<file path="config.mk">
export PLATFORM = sky130hd
export DESIGN_NAME = sobel_frame_ctrl
export DESIGN_NICKNAME = d
export VERILOG_FILES = /design/src/rtl/sobel_frame_ctrl.sv
export SDC_FILE = /design/constraint.sdc
export NUM_CORES = 1
export LEC_CHECK = 0
export CAP_MARGIN = 15
export CELL_PAD_IN_SITES_DETAIL_PLACEMENT = 0
export CELL_PAD_IN_SITES_GLOBAL_PLACEMENT = 2
export CORE_MARGIN = 1.5
export CORE_UTILIZATION = 31
export CTS_CLUSTER_SIZE = 40
export DETAILED_ROUTE_END_ITERATION = 10
export GPL_ROUTABILITY_DRIVEN = 1
export HOLD_SLACK_MARGIN = 0.08
export PLACE_DENSITY = 0.82
export SYNTH_ARGS = -nofsm -noshare
export SYNTH_HDL_FRONTEND = slang
export SYNTH_SLANG_ARGS = --single-unit
</file>
<file path="constraint.sdc">
create_clock -name i_clk -period 2.91 [get_ports i_clk]
set_clock_uncertainty 0.2 [all_clocks]
set_input_delay 0.4365 -clock i_clk [delete_from_list [all_inputs] [get_ports i_clk]]
set_output_delay 0.4365 -clock i_clk [all_outputs]
set_load 0.02 [all_outputs]
</file>
<file path="src/rtl/sobel_frame_ctrl.sv">
// rtl/sobel_frame_ctrl.sv - frame-boundary mode sequencer and geometry checker for sobel_processor
// Tracks vsync/href timing, applies the Sobel/bypass request only at frame start, flags bad line/frame sizes.
module sobel_frame_ctrl #(
  parameter int IMG_WIDTH  = 640,
  parameter int IMG_HEIGHT = 480
) (
  input  logic        i_clk,
  input  logic        i_rst,
  input  logic        i_vsync,
  input  logic        i_href,
  input  logic        i_mode_req,
  input  logic        i_err_clr,
  output logic        o_sobel_enable,
  output logic        o_lb_clear,
  output logic        o_frame_start,
  output logic        o_frame_done,
  output logic [10:0] o_col_cnt,
  output logic [9:0]  o_row_cnt,
  output logic [15:0] o_frame_count,
  output logic        o_line_err,
  output logic        o_frame_err
);

  localparam logic [10:0] LP_WIDTH   = 11'(IMG_WIDTH);
  localparam logic [9:0]  LP_HEIGHT  = 10'(IMG_HEIGHT);
  localparam logic [10:0] LP_COL_MAX = 11'h7ff;
  localparam logic [9:0]  LP_ROW_MAX = 10'h3ff;

  typedef enum logic [1:0] {WAIT_VS, VBLANK, FRAME, LINE} state_t;

  state_t      r_state;
  logic        r_vsync_d;
  logic        r_href_d;
  logic        r_sobel_enable;
  logic        r_lb_clear;
  logic        r_frame_start;
  logic        r_frame_done;
  logic [10:0] r_col_cnt;
  logic [9:0]  r_row_cnt;
  logic [15:0] r_frame_count;
  logic        r_line_err;
  logic        r_frame_err;

  logic w_vs_rise;
  logic w_href_fall;

  assign w_vs_rise   = i_vsync & ~r_vsync_d;
  assign w_href_fall = ~i_href & r_href_d;

  always_ff @(posedge i_clk) begin
    if (i_rst) begin
      r_state        <= WAIT_VS;
      r_vsync_d      <= 1'b0;
      r_href_d       <= 1'b0;
      r_sobel_enable <= 1'b0;
      r_lb_clear     <= 1'b0;
      r_frame_start  <= 1'b0;
      r_frame_done   <= 1'b0;
      r_col_cnt      <= '0;
      r_row_cnt      <= '0;
      r_frame_count  <= '0;
      r_line_err     <= 1'b0;
      r_frame_err    <= 1'b0;
    end else begin
      r_vsync_d     <= i_vsync;
      r_href_d      <= i_href;
      r_lb_clear    <= 1'b0;
      r_frame_start <= 1'b0;
      r_frame_done  <= 1'b0;
      // Clear comes first so a same-cycle set below takes precedence.
      if (i_err_clr) begin
        r_line_err  <= 1'b0;
        r_frame_err <= 1'b0;
      end
      if (w_vs_rise) begin
        r_lb_clear     <= 1'b1;
        r_frame_start  <= 1'b1;
        r_sobel_enable <= i_mode_req;
        r_row_cnt      <= '0;
        r_col_cnt      <= '0;
        r_state        <= VBLANK;
        // Only a frame that was actually tracked is closed and checked.
        if (r_state == FRAME || r_state == LINE) begin
          r_frame_done  <= 1'b1;
          r_frame_count <= r_frame_count + 16'd1;
          if (r_row_cnt != LP_HEIGHT) r_frame_err <= 1'b1;
          if (r_state == LINE) r_line_err <= 1'b1;
        end
      end else begin
        case (r_state)
          WAIT_VS: r_state <= WAIT_VS;
          VBLANK: begin
            if (!i_vsync) r_state <= FRAME;
          end
          FRAME: begin
            if (i_href) begin
              r_col_cnt <= 11'd1;
              r_state   <= LINE;
            end
          end
          LINE: begin
            if (i_href) begin
              if (r_col_cnt != LP_COL_MAX) r_col_cnt <= r_col_cnt + 11'd1;
            end else if (w_href_fall) begin
              if (r_row_cnt != LP_ROW_MAX) r_row_cnt <= r_row_cnt + 10'd1;
              if (r_col_cnt != LP_WIDTH) r_line_err <= 1'b1;
              r_col_cnt <= '0;
              r_state   <= FRAME;
            end
          end
          default: r_state <= WAIT_VS;
        endcase
      end
    end
  end

  assign o_sobel_enable = r_sobel_enable;
  assign o_lb_clear     = r_lb_clear;
  assign o_frame_start  = r_frame_start;
  assign o_frame_done   = r_frame_done;
  assign o_col_cnt      = r_col_cnt;
  assign o_row_cnt      = r_row_cnt;
  assign o_frame_count  = r_frame_count;
  assign o_line_err     = r_line_err;
  assign o_frame_err    = r_frame_err;

endmodule

</file>
# Word level (Yosys, flattened, before mapping)
# Index checks and enable logic that the tools add are counted.
# classes
n_eq_ne	17
n_reduce_logical	10
bitwise	5
addsub	3
mux	25
# op_table
cell	n
2-to-1 mux 11 bit	4
case mux 11 bit (2 select lines)	1
adder 16 x 1 -> 16 bit (second input constant)	1
AND reduction 4 bit	4
2-to-1 mux 1 bit	15
!= test 3 bit (second input constant)	5
adder 11 x 1 -> 11 bit (second input constant)	1
!= test 11 x 10 -> 1 bit (second input constant)	1
!= test 11 bit (second input constant)	1
adder 10 x 1 -> 10 bit (second input constant)	1
!= test 10 bit (second input constant)	1
!= test 10 x 9 -> 1 bit (second input constant)	1
2-to-1 mux 2 bit	4
!= test 2 bit (second input constant)	4
case mux 2 bit (4 select lines)	1
equality test 2 bit (second input constant)	2
OR reduction 2 bit	2
!= test 3 x 2 -> 1 bit (second input constant)	1
NOT 1 bit	3
AND 1 bit	2
equality test 2 x 1 -> 1 bit (second input constant)	1
logical NOT 2 bit	1
AND reduction 2 bit	1
nonzero test 2 bit	1
logical OR 1 bit	1
# totals
ff_bits	46
elab_cells	72

# Depth between registers and ports, before layout
# Gate-level depths: netlist of the first run.
# logic_depth
word_depth	6
ltp_mapped	7
depth_no_buf	5

# Least setup slack after synthesis of the first run
# Ideal clock, no wire load.
# synth_timing
path_type	reg-to-reg
startpoint	reg r_col_cnt[1], in the netlist o_col_cnt[1]
endpoint	reg r_col_cnt[0], in the netlist o_col_cnt[0]
path_stages_with_launch	7
required_time_ns	2.578
setup_time_ns	0.132
slack_ns	0.789
t_arrival_ns	1.788
n_path_buf	1
cell_sequence	dfxtp_1 -> ha_1 -> nand3_1 -> nor4_1 -> clkbuf_1 -> a311o_1 -> a21oi_1
# synth_between
elab_chain_len	3
# synth_rtl
item	line	text
from (decl)	38	logic [10:0] r_col_cnt;
from (signal assigned)	103	if (r_col_cnt != LP_COL_MAX) r_col_cnt <= r_col_cnt + 11'd1;
!= test 11 bit	103	
!= test 3 x 2 -> 1 bit (no line)	n/a	
AND reduction 4 bit (no line)	n/a	
# No other way between the ends.
# A chain may end at the register's enable or synchronous reset.

# Worst setup path after layout of the first run
# layout_timing
startpoint	in i_href
endpoint	reg r_row_cnt[9], in the netlist o_row_cnt[9]
# layout_between
elab_chain_len	3
# layout_rtl
item	line	text
from (decl)	10	input logic i_href,
NOT 1 bit (no line) (*)	n/a	
AND 1 bit	48	assign w_href_fall = ~i_href & r_href_d;
AND reduction 4 bit (no line) (*)	n/a	
to (signal assigned)	105	if (r_row_cnt != LP_ROW_MAX) r_row_cnt <= r_row_cnt + 10'd1;
to (decl)	39	logic [9:0] r_row_cnt;
# Mark *: on every way between the ends. The rest lies on a longest branch, timed or not.

==> results of run 1 <==
## cells in the mapped netlist
master and count:
dfxtp_1 46, a21oi_1 26, nor2_1 20, nand3_1 16, nand2_1 14, or3_1 14
clkbuf_1 10, nand4_1 9, inv_1 8, o21ai_1 8, nor3_1 7, nor4_1 7
o31ai_1 7, xnor2_1 7, or4_1 6, ha_1 5, o21ai_0 5, and3_1 4
buf_2 4, nand2b_1 4, nor2b_1 4, o211ai_1 3, xor2_1 3, and2_1 2
mux2_1 2, mux2i_1 2, nand4b_1 2, o311ai_0 2, a21o_1 1, a311o_1 1
a31o_1 1, a41oi_1 1, and3b_1 1, and4b_1 1, buf_1 1, buf_4 1
nor4b_1 1, o21a_1 1, o21bai_1 1, o22ai_1 1, o41ai_2 1, or2_1 1
## power by group through the flow
stage          Combinational, mW  Clock, mW  Sequential [mW]
4_1_cts                   0.0578      0.394            0.641
5_1_grt                   0.0623      0.415            0.643
3_5_place_dp              0.0576          0            0.656
2_1_floorplan             0.0351          0            0.655
3_3_place_gp              0.0572          0            0.656
6_report                  0.0571      0.378            0.641
## flip-flops by register name, indices dropped and copies added (netlist names), 2 cells and up
register / flops
o_frame_count: 16
o_col_cnt: 11
o_row_cnt: 10
r_state: 2
## area by class of cell
class / instances / area, um2 / share of cell area
clock buffers: 5 / 68.8 / 0.0241
clock inverters: 2 / 10.0 / 0.00350
inverters: 8 / 30.0 / 0.0105
multi-input cells: 191 / 1170 / 0.408
flip-flops and latches: 46 / 921 / 0.322
well taps: 96 / 120 / 0.0420
repair buffers: 56 / 541 / 0.189
## final timing paths
check               start  slack (ps)       endpoint  cells after the start
max                i_href         720   o_row_cnt[9]                      5
min             r_vsync_d         250  o_frame_start                      1
max reg2reg  o_row_cnt[1]         770   o_row_cnt[1]                      5
min reg2reg     r_vsync_d         250  o_frame_start                      1
## critical path: stages
cell             delay [ps]
clkdlybuf4s50_1         450
and4b_1                 370
o211ai_1                280
or4_1                   540
a21oi_1                 140
## cell families after synthesis
family | after synthesis
flip-flops | 46
buffers and inverters | 24
multiplexers | 4
AO/OA/AOI/OAI | 59
AND/OR/NAND/NOR | 113
XOR/XNOR | 10
adder cells (fa/ha/maj) | 5
## per-layer routing
layer / wire, um / up-vias / global-route usage
li1: - / 1043 / -
met1: 2750 / 935 / 0.198
met2: 2350 / 34 / 0.219
met3: 214 / 2 / 0.0294
met4: 34 / 0 / 0.0352
met5: 0 / - / 0
==> results.cfg, run 1 <==
[placed_design]
placed_area_um2 = 2780
portBuffers = 48
pre_cts_slack_ps = 449
gp_congestion = 0.711
place_inst = 397
dp_hpwl_mm = 3.77

[synth]
synthMuxAreaShare = 0.0195
ys_seq_elements = 46
synth_top_area_share = 0.421
netlist_instances = 261
syn_area_um2 = 2190
syn_avg_cell_area_um2 = 8.38
syn-num-nets = 272
yosysWarnings = 0
synth_top_family_by_area = simple AND/OR/NAND/NOR gates
yosysUniqueCellTypes = 42
synth_xor_area_frac = 0.0400
synth_largest_area_cell = dfxtp_1
yosysSeqAreaShare = 0.421
synth_area_leaders = dfxtp_1, a21oi_1, or3_1
synth-compound-area-share = 0.165
synthAdderAreaFrac = 0.0286
yosys.area_share.simple = 0.281

[clock_tree]
cts_tree = built
cts.path.max_buffers = 2
clk_latency_ps = 290
clock-sinks = 46
ctsRootBufferMaster = clkbuf_8
clk_pin_slew_ps = 90
cts_buffers = 5
post_cts_buffers = 0
cts-hold-fix-buffers = 0
postCtsResizedCells = 0
h-tree-depth = 2

[floorplanning]
ios = 49
fp.dieArea_um2 = 7570
row_count = 30
die_h_um = 87.0
die_w_um = 87.0
initial_core_util = 0.322
core-area_um2 = 6790

[flow_run]
drv_cap = 0

[layout]
drive_above_1_share = 0.0519
most-common-layout-cells = clkdlybuf4s50_1, dfxtp_1, a21oi_1, nor2_1, nand3_1
antenna_cells = 0
layout_commonest_cell = clkdlybuf4s50_1
final_nets = 319
nFillCells = 695
utilization = 0.421
finalNonFillerCells = 404
stdcell_area_um2 = 2860
syn_to_final_growth_pct = 30.7

[route]
drtIter0Drc = 93
wire_per_inst_um = 13.2
ant_nets = 0
viasPerCell = 4.99
dr.pass1.iters = 4
wirelength_mm = 5.35
vias = 2014
drcViolationCount = 0

[timing]
fmax_ghz = 0.456
tns_ps = 0
fin_ws_ps = 717
finalCritPeriodShare = 0.754
rsz0062_at_grt = no
fin_crit_ps = 2190
setup-violations-final = 0
hold_slack_ps = 252
finalMaxSlewViolations = 0
final_hold_viol_count = 0
maxSlewHeadroom = 0.456
tightest_slew_ps = 809

[worst_setup_path]
cp-end-kind = flop
path_max_fanout = 9
cp-start-kind = input pin
required_ps = 2930
cp.arrival_ps = 2220
crit_type = in2reg

[global_route]
antenna_found_initial = 0
grt_overflow_total = 0
first_global_vias = 1777
groute.usage.overall = 0.141
grt_pass1_wl_mm = 8.63
grt_max_degree = 29

[power]
p_per_area_nw_per_um2 = 376
power_mw = 1.08
comb_power_share = 0.053
p_switching_uw = 255
power.share.clock = 0.351
switching_share = 0.237
p_leak_nw = 0.909
power.internal_uw = 821
peakVddDrop_uv = 158
pwr-share-seq = 0.596

[run_status]
status = finished, final reports clean

[min_path]
hp-class = reg2reg
Note: power is estimated with default switching activity, not from simulation.
==> run 2: changes to the inputs <==
CORE_UTILIZATION = 26   (was 31)
PLACE_DENSITY = 0.74   (was 0.82)
clock period = 1.9 ns   (was 2.91 ns; I/O delays follow)
==> results.cfg, run 2 (synthesized netlist as in run 1, its figures left out) <==
[worst_setup_path]
path_buf_inv = 1
crit-reg2reg-launch = r_vsync_d
crit_type = reg2out
r2r_setup_slack_ps = 50
r2r-end = o_frame_count[14]
cp-startpoint = o_col_cnt[4]
cp-end-kind = primary output
crit_chain = clkdlybuf4s50_1
path_max_fanout = 6
r2r.worst_path.cells = 4
critPathTopFamily = buffers and inverters
cp.depth = 1
cp-start-kind = flop
endpoint = o_col_cnt[4]
cp.arrival_ps = 1370
cpPeakStageDelay_ps = 640
required_ps = 1410
critical-path-slowest-cell = clkdlybuf4s50_1

[layout]
syn_to_final_growth_pct = 62.0
finalNonFillerCells = 474
most-common-layout-cells = buf_4, dfxtp_1, a21oi_1, clkdlybuf4s50_1, dlymetal6s2s_1
antenna_cells = 0
nFillCells = 849
multi_input_area_um2 = 1280
drive_above_1_share = 0.279
final_nets = 379
seq_area_um2 = 937
utilization = 0.433
largest_reg_flops = 16
layout_commonest_cell = buf_4

[flow_run]
drv_cap = 0

[global_route]
grt_pass1_wl_mm = 10.6
first_global_vias = 2243
grt_max_degree = 18
groute.usage.overall = 0.149
antenna_found_initial = 0
grt_overflow_total = 0

[timing]
tightest_slew_ps = 414
finalMaxSlewViolations = 0
rsz0062_at_grt = yes
maxSlewHeadroom = 0.721
fmax_ghz = 0.539
final_hold_viol_count = 0
hold_slack_ps = 194
finalCritPeriodShare = 0.976
setup-violations-final = 0
fin_crit_ps = 1850

[clock_tree]
cts_tree = built
clock-sinks = 46
h-tree-depth = 2
clk_latency_ps = 300
cts_buffers = 5
cts.path.max_buffers = 2
ctsRootBufferMaster = clkbuf_8
clk_pin_slew_ps = 100

[route]
viasPerCell = 4.85
vias = 2299
dr.pass1.iters = 4
wirelength_mm = 6.28
ant_nets = 0
wire_per_inst_um = 13.3
drtIter0Drc = 92
drcViolationCount = 0

[floorplanning]
core-area_um2 = 8180
initial_core_util = 0.268
ios = 49
die_h_um = 94.7
row_count = 33
die_w_um = 94.7
fp.dieArea_um2 = 8970

[power]
p_leak_nw = 1.67
peakVddDrop_uv = 322
p_per_area_nw_per_um2 = 522

[placed_design]
place_inst = 458
dp_hpwl_mm = 4.50
portBuffers = 48
gp_congestion = 0.744

[min_path]
hp-class = in2reg

[run_status]
status = finished, final reports clean
==> run 2: final cells by class <==
cell class,instances,area share
timing repair buffer,116,0.298
tap,105,0.0371
clock buffer,6,0.0205
sequential,46,0.264
multi-input combinational,191,0.361
clock inverter,2,0.0106
inverter,8,0.00847
==> run 2: per-stage QoR <==
| step | power (mW) | cell area, um2 | TNS [ps] | setup WS, ps |
|---|---|---|---|---|
| 6_report | 1.85 | 3540 | 0 | 45.1 |
| 3_3_place_gp | 1.11 | 3220 | -5630 | -316 |
| 3_5_place_dp | 1.11 | 3220 | -5590 | -314 |
| 2_1_floorplan | 1.06 | 2240 | -41.3 | -20.7 |
| 4_1_cts | 1.86 | 3340 | 0 | 2.14 |
| 5_1_grt | 1.92 | 3540 | -165 | -42.7 |
==> run 2: routing by layer <==
layer	up-vias	GRT usage	routed length [um]
met5	-	0	0
met4	0	0.0522	68
met3	6	0.0250	225
met2	37	0.235	2800
met1	1075	0.203	3190
li1	1181	-	-
==> run 2: worst min path at each step <==
| stage | endpoint | slack (ps) | from | depth (start not counted) |
|---|---|---|---|---|
| after global placement | o_frame_start | 250 | r_vsync_d | 1 |
| after CTS | o_frame_start | 270 | r_vsync_d | 1 |
| after floorplan | o_frame_start | 210 | r_vsync_d | 1 |
| final | r_vsync_d | 190 | i_vsync | 4 |
| after global routing | r_vsync_d | 220 | i_vsync | 4 |
| after detailed placement | o_frame_start | 250 | r_vsync_d | 1 |
==> run 2: power by group <==
group	switching, mW	internal, mW	total (mW)
registers	0.00575	0.970	0.975
logic	0.0632	0.0612	0.124
clock network	0.356	0.393	0.749
total	0.425	1.42	1.85
==> run 2: what timing repair did <==
item                                    in CTS  in global routing
cloned                                       0                  1
setup buffers                                1                  6
pin swaps                                    1                  9
endpoints found under the setup margin       3                 35
resized for setup                            2                 50
hold buffers                                 0                  0
==> run 3: changes to the inputs <==
CORE_ASPECT_RATIO = 1.75   (was not set)
CORE_MARGIN = 3   (was 1.5)
GPL_ROUTABILITY_DRIVEN = 0   (was 1)
==> results.cfg, run 3 (synthesized netlist as in run 1, its figures left out) <==
[floorplanning]
initial_core_util = 0.271
fp.dieArea_um2 = 9590
die_w_um = 75.3
core-area_um2 = 8070
ios = 49
row_count = 43
die_h_um = 127

[power]
p_leak_nw = 1.40
peakVddDrop_uv = 471
power_mw = 2.09
p_per_area_nw_per_um2 = 599

[global_route]
grt_overflow_total = 0
antenna_found_initial = 0
first_global_vias = 2199
grt_max_degree = 28
groute.usage.overall = 0.145
grt_pass1_wl_mm = 10.6

[layout]
most-common-layout-cells = buf_4, clkdlybuf4s50_1, dfxtp_1, a21oi_1, nor2_1
utilization = 0.433
largest_reg_flops = 16
layout_commonest_cell = buf_4
drive_above_1_share = 0.258
final_nets = 375
stdcell_area_um2 = 3490
finalNonFillerCells = 455
nFillCells = 825
antenna_cells = 0
syn_to_final_growth_pct = 59.6

[clock_tree]
cts-hold-fix-buffers = 0
clk_pin_slew_ps = 60
cts_tree = built
cts.path.max_buffers = 2
clock-sinks = 46
clk_latency_ps = 290
ctsRootBufferMaster = clkbuf_16
cts_buffers = 5
h-tree-depth = 2

[run_status]
status = finished, final reports clean

[timing]
finalMaxSlewViolations = 0
tns_ps = 0
fin_ws_ps = 33.5
fin_crit_ps = 1870
hold_slack_ps = 201
tightest_slew_ps = 418
rsz0062_at_grt = yes
setup-violations-final = 0
finalCritPeriodShare = 0.982
fmax_ghz = 0.536
final_hold_viol_count = 0
maxSlewHeadroom = 0.718

[worst_setup_path]
critical-path-slowest-cell = clkdlybuf4s50_1
critPathTopFamily = buffers and inverters
r2r.worst_path.cells = 4
crit_chain = clkdlybuf4s50_1
required_ps = 1410
crit-reg2reg-launch = r_vsync_d
cp-start-kind = flop
r2r_setup_slack_ps = 60
cp.arrival_ps = 1380
cp-end-kind = primary output
r2r-end = o_frame_count[12]
crit_type = reg2out
cpPeakStageDelay_ps = 650
path_max_fanout = 6
path_buf_inv = 1

[route]
viasPerCell = 5.07
dr.pass1.iters = 4
ant_nets = 0
wirelength_mm = 6.62
wire_per_inst_um = 14.5
drcViolationCount = 0
drtIter0Drc = 102
vias = 2308

[min_path]
hp-class = in2reg
hp-start = i_vsync
min_to = r_vsync_d
hold_depth = 4

[placed_design]
place_inst = 443
pre_cts_slack_ps = -372
dp_hpwl_mm = 5.00
placed_area_um2 = 3220
portBuffers = 48

[flow_run]
drv_cap = 0
## run 3: cell types whose count changed in the layout (fill, tap and decap cells not counted), moves of 2 or more
cell             delta
clkbuf_16           +5
o21ai_0             +3
o21ai_2             -2
clkinv_2            +2
buf_4               -2
dlymetal6s2s_1     -16
buf_6               -2
clkdlybuf4s50_1    +16
clkbuf_8            -5
## run 3: layer usage
metal,part of all wire,GRT usage
met1,0.39,0.159
met2,0.55,0.259
met3,0.037,0.0315
met4,0.025,0.0587
met5,0,0
## run 3: area by class of cell
| class | instances | area [um2] | share of cell area |
|---|---|---|---|
| Multi-Input combinational cell | 191 | 1250 | 0.359 |
| Timing Repair Buffer | 112 | 992 | 0.284 |
| Sequential cell | 46 | 936 | 0.268 |
| Clock buffer | 5 | 125 | 0.0358 |
| Tap cell | 90 | 113 | 0.0323 |
| Clock inverter | 3 | 40.0 | 0.0115 |
| Inverter | 8 | 30.0 | 0.00860 |
## run 3: where the power goes
part	switching (mW)	internal, mW
combinational	0.0616	0.0554
sequential	0.00495	0.970
clock	0.383	0.616
total	0.450	1.64
## run 3: how the worst max path moves through the flow
stage / from / to / slack [ps] / depth (start not counted)
6_report: o_col_cnt[3] / o_col_cnt[3] / 30 / 1
5_1_grt: r_state[1] / o_col_cnt[1] / -20 / 7
4_1_cts: i_vsync / o_col_cnt[8] / 3 / 6
3_5_place_dp: i_vsync / o_frame_count[15] / -370 / 7
3_3_place_gp: i_vsync / o_frame_count[15] / -370 / 7
2_1_floorplan: o_frame_count[6] / o_frame_count[12] / -20 / 4
## run 3: timing repair
action | 4_1_cts | 5_1_grt
pin swaps | 7 | 8
setup buffers | 3 | 1
setup endpoints to repair | 13 | 22
gates resized for setup | 6 | 18
